==> src/rtl/ws2812_pixel_rx.sv <==
// ws2812_pixel_rx: decodes a WS2812 pulse-width stream, captures the first pixel after a gap and forwards the rest on dout.
module ws2812_pixel_rx #(
  parameter int T1_MIN       = 15,
  parameter int MAX_HIGH     = 50,
  parameter int RESET_CYCLES = 1250,
  parameter int NB_BITS      = 24
) (
  input  logic               wb_clk_i,
  input  logic               wb_rst_i,
  input  logic               din,
  output logic               dout,
  output logic [NB_BITS-1:0] pixel_data,
  output logic               pixel_valid,
  output logic               frame_end,
  output logic               rx_error
);
  localparam int HW = $clog2(MAX_HIGH + 2);
  localparam int LW = $clog2(RESET_CYCLES + 1);
  localparam int BW = $clog2(NB_BITS);
  typedef enum logic {RECV, FORWARD} state_t;
  state_t state, state_n;
  logic din_m, din_s, din_d;
  logic [HW-1:0] high_cnt;
  logic [LW-1:0] low_cnt;
  logic [BW-1:0] bit_cnt, bit_cnt_n;
  logic [NB_BITS-1:0] shift_reg, shift_n;
  logic rise, fall, gap, perr, bit_v, accept, last;
  always_comb begin
    rise      = din_s & ~din_d;
    fall      = ~din_s & din_d;
    gap       = ~din_s && low_cnt == LW'(RESET_CYCLES - 1);
    perr      = fall && high_cnt > HW'(MAX_HIGH);
    bit_v     = high_cnt >= HW'(T1_MIN);
    accept    = fall && !perr && state == RECV;
    last      = bit_cnt == BW'(NB_BITS - 1);
    shift_n   = accept ? {shift_reg[NB_BITS-2:0], bit_v} : shift_reg;
    state_n   = gap ? RECV : (accept && last) ? FORWARD : state;
    bit_cnt_n = (gap || (accept && last)) ? '0 : accept ? bit_cnt + 1'b1 : bit_cnt;
  end
  always_ff @(posedge wb_clk_i)
    state <= wb_rst_i ? RECV : state_n;
  always_ff @(posedge wb_clk_i) begin
    if (wb_rst_i) begin
      {din_d, din_s, din_m} <= '0;
      high_cnt    <= '0;
      low_cnt     <= '0;
      bit_cnt     <= '0;
      shift_reg   <= '0;
      pixel_data  <= '0;
      pixel_valid <= 1'b0;
      frame_end   <= 1'b0;
      rx_error    <= 1'b0;
      dout        <= 1'b0;
    end else begin
      {din_d, din_s, din_m} <= {din_s, din_m, din};
      // high_cnt counts the first high cycle on the rise so it equals the pulse width at the fall
      high_cnt    <= rise ? HW'(1) : (din_s && high_cnt <= HW'(MAX_HIGH)) ? high_cnt + 1'b1 : high_cnt;
      low_cnt     <= rise ? '0 : (!din_s && low_cnt < LW'(RESET_CYCLES)) ? low_cnt + 1'b1 : low_cnt;
      bit_cnt     <= bit_cnt_n;
      shift_reg   <= shift_n;
      pixel_valid <= accept && last;
      if (accept && last) pixel_data <= shift_n;
      frame_end   <= gap;
      rx_error    <= perr || (gap && bit_cnt != '0);
      dout        <= state == FORWARD && din_s;
    end
  end
endmodule
==> config.mk <==
export PLATFORM = sky130hd
export DESIGN_NAME = ws2812_pixel_rx
export DESIGN_NICKNAME = d
export VERILOG_FILES = /design/src/rtl/ws2812_pixel_rx.sv
export SDC_FILE = /design/constraint.sdc
export NUM_CORES = 1
export LEC_CHECK = 0
export BUFFER_PORTS_ARGS = -buffer_cell sky130_fd_sc_hd__buf_2
export CAP_MARGIN = 20
export CORE_MARGIN = 3
export CORE_UTILIZATION = 60
export CTS_BUF_LIST = sky130_fd_sc_hd__clkbuf_4 sky130_fd_sc_hd__clkbuf_8 sky130_fd_sc_hd__clkbuf_16
export DETAILED_ROUTE_END_ITERATION = 10
export PLACE_DENSITY = 0.83
export SLEW_MARGIN = 10
export SYNTH_ARGS = -nofsm -noshare
export SYNTH_HDL_FRONTEND = slang
export SYNTH_SLANG_ARGS = --single-unit
==> constraint.sdc <==
create_clock -name wb_clk_i -period 2.56 [get_ports wb_clk_i]
set_input_delay 0.384 -clock wb_clk_i [delete_from_list [all_inputs] [get_ports wb_clk_i]]
set_output_delay 0.384 -clock wb_clk_i [all_outputs]
set_load 0.01 [all_outputs]
==> impl_results.md <==
- Synth Flop Type: dfxtp_1
- Final setup violating endpoints: 0
- Post-layout min period: ~2100 ps
- Slew margin rel.: about 50%
- Number of hold buffers added after cts: 0
- Overall Global Routing Usage: approximately 23%
- Antenna violations before repair: 0
- Routed WL per cell: approximately 15 um
- Crit Path Class: reg -> reg
- Largest net degree at the start of global routing: 39
- Clock Pin Slew Worst Setup and Hold Paths: approximately 70 ps
- DIE WIDTH: approximately 80 um
- Pins Over Slew Limit: 0
- Final Wtd Congestion: between 0.7 and 0.8
- Static Leak: about 1.3 nW
- Core Area: 0.00520 mm2
- DPL Wire Length: roughly 4200 um
- Setup repair bufs after CTS: 0
- DRC viols: 0
- Vias in the first global route: 2,545
- Worst setup EP type: flop
- IO Pins: 31
- Pwr/cell area: between 600 and 700 mW/mm2
- First-pass GRT wire length: 11,700 um
- CTS HTree Levels: 3
- Num rows: 26
- Die Span Y: 80 um
- Routed wire length: just under 7000 um
- VDD IR-drop max: just under 0.5 mV
- CP required: around 2800 ps
- Pre-antenna DRT Iters: 5
- CP Max Fanout: 30
- Maxcap violations: 0
- Status: completed
- Mapped Nets: about 390
- CTS tree: done
- Area leader, netlist: dfxtp_1
- Synth top area share: around 47%
- Ys async rst share: 0%
- Synth Instances: ~380
- Initial Util: a little over three fifths
- Achievable Freq: between 400 and 500 MHz
- CTS resizes: 0
- Post-route core utilization: 70.3%
- Post-Syn Area: approximately 0.0033 mm2
- Filler cells: ~420
- CTS Buffer Depth: 2
- Area of the multi-input gates: roughly 0.0016 mm2
- Layout cells sized above 1: 15.8%
- Register area share after synthesis: a little under half
- Clock sinks: 77
- Crit start category: flop
- Metal3 WL: 292 um
- Total die area: between 0.006 and 0.007 mm2
- WP data arrival: 2290 ps
- Nets: 403
- RSZ-0062 raised after global routing: false
- Synthesis-to-layout area growth: 11.3%
- Ys Warns: 0
- Slew @ Worst Pin: around 750 ps
- Post-synthesis cell type count: 48
- Max reg flops: 24
- EDFF count, synth: 0
- Tcrit/Tclk final: 81.1%
- Final hold vios: 0
- CTS buffer count: 9
- Ant. Diodes: 0
- FF+latch count, synth: between 70 and 80
- ANT nets after route: 0
- Clock latency on the worst-skew pair: around 350 ps
- Sequential cell area: 0.00154 mm2
- I/O Buffers: 30
- Vias per cell: between 6 and 7
- Initial DRC count: 210
- Via count: between 2,000 and 3,000
- CTS Root Cell: clkbuf_8
- Mapped Avg Cell Area: between 8 and 9 um2
- M1 WL: around 3200 um
- Tot Pwr: between 2 and 2.5 mW
- Setup TNS: 0 ps
- Leading post-synthesis cells by cell area: dfxtp_1, a21oi_1, nand3_1, o21ai_0, clkbuf_1
- Hold Crit Class: in -> reg
- Total gr overflow: 0
- Wire length on met2: 3380 um
- DR top layer: met4
- Skew final: 7.10 ps
where the power goes:
group | switching (mW) | total [mW] | internal [mW]
Sequential | 0.0102 | 1.22 | 1.21
Combinational | 0.0483 | 0.0746 | 0.0263
Clock | 0.430 | 1.01 | 0.580
Total | 0.488 | 2.30 | 1.81
cell usage in the layout, fill, tap and decap left out, drive strengths merged, types with 2 or more instances in the layout:
master  instances
a211oi          3
a21o            3
a21oi          58
a311oi          3
a31oi           2
and2            4
and3            2
buf            40
bufinv          2
clkbuf         11
dfxtp          77
ha              6
inv             6
mux2i           3
nand2           8
nand2b          4
nand3          53
nand4           6
nor2           10
nor2b           5
nor3            4
nor3b           2
nor4            2
nor4b           2
o21a            3
o21ai          52
o31ai           3
or3             3
or4             3
xnor2           2
xor2            2
area by class of cell:
class / instances / area share, %
clock inverters: 4 / 1.98
inverters: 6 / 0.616
clock buffers: 11 / 3.97
well taps: 70 / 2.39
repair buffers: 40 / 6.16
flip-flops and latches: 77 / 42.1
multi-input cells: 260 / 42.7
metrics by stage:
stage	area, um2	hold slack, ps	setup WS, ps	instances
floorplan	3290	414	812	376
global placement	3440	421	600	453
detailed placement	3440	429	526	453
CTS	3660	241	503	468
global route	3660	251	399	468
finish	3660	260	485	468
layer usage:
layer / up-vias / global-route usage, %
met5: - / 0
met4: 0 / 10.6
met3: 13 / 3.39
met2: 77 / 37.9
met1: 1343 / 29.2
li1: 1401 / -
worst max-delay path, stage by stage (launching register included):
cell and delay, ps:
dfxtp_1 380, or3b_4 550, or4b_4 690, o21ai_0 240, a21oi_1 90
final timing paths:
| check | startpoint | endpoint | slack (ps) | cells after the start |
|---|---|---|---|---|
| setup / recovery | din_d | pixel_data[2] | 480 | 4 |
| hold / removal | din | din_m | 260 | 2 |
| setup reg to reg | din_d | pixel_data[2] | 480 | 4 |
| hold reg to reg | din_m | din_s | 440 | 1 |
kinds of logic (layout without fill, tap and decap cells):
family                     after synthesis  count (layout)  share of synthesized area (%)
buffers and inverters                   39              61                           5.83
AOI/OAI and AO/OA                      134             134                           23.4
and+or+nand+nor                        113             113                           19.6
muxes                                    3               3                          0.914
adders and majority gates                6               6                           2.28
DFF                                     77              77                           46.9
xor gates and xnor gates                 4               4                           1.07
cells in the mapped netlist (all sizes together) (2+ instances only):
master and n:
nand2b 4, nand4 6, inv 6, mux2i 3
nor3 4, and2 4, nor3b 2, nor4 2
nor2 10, nor4b 2, or4 3, clkbuf 26
a31oi 2, nor2b 5, o21a 3, ha 6
nand3 53, dfxtp 77, a21oi 58, o21ai 52
a21o 3, xnor2 2, buf 7, o31ai 3
xor2 2, or3 3, a211oi 3, a311oi 3
nand2 8, and3 2
Note: power is estimated with default switching activity, not from simulation.
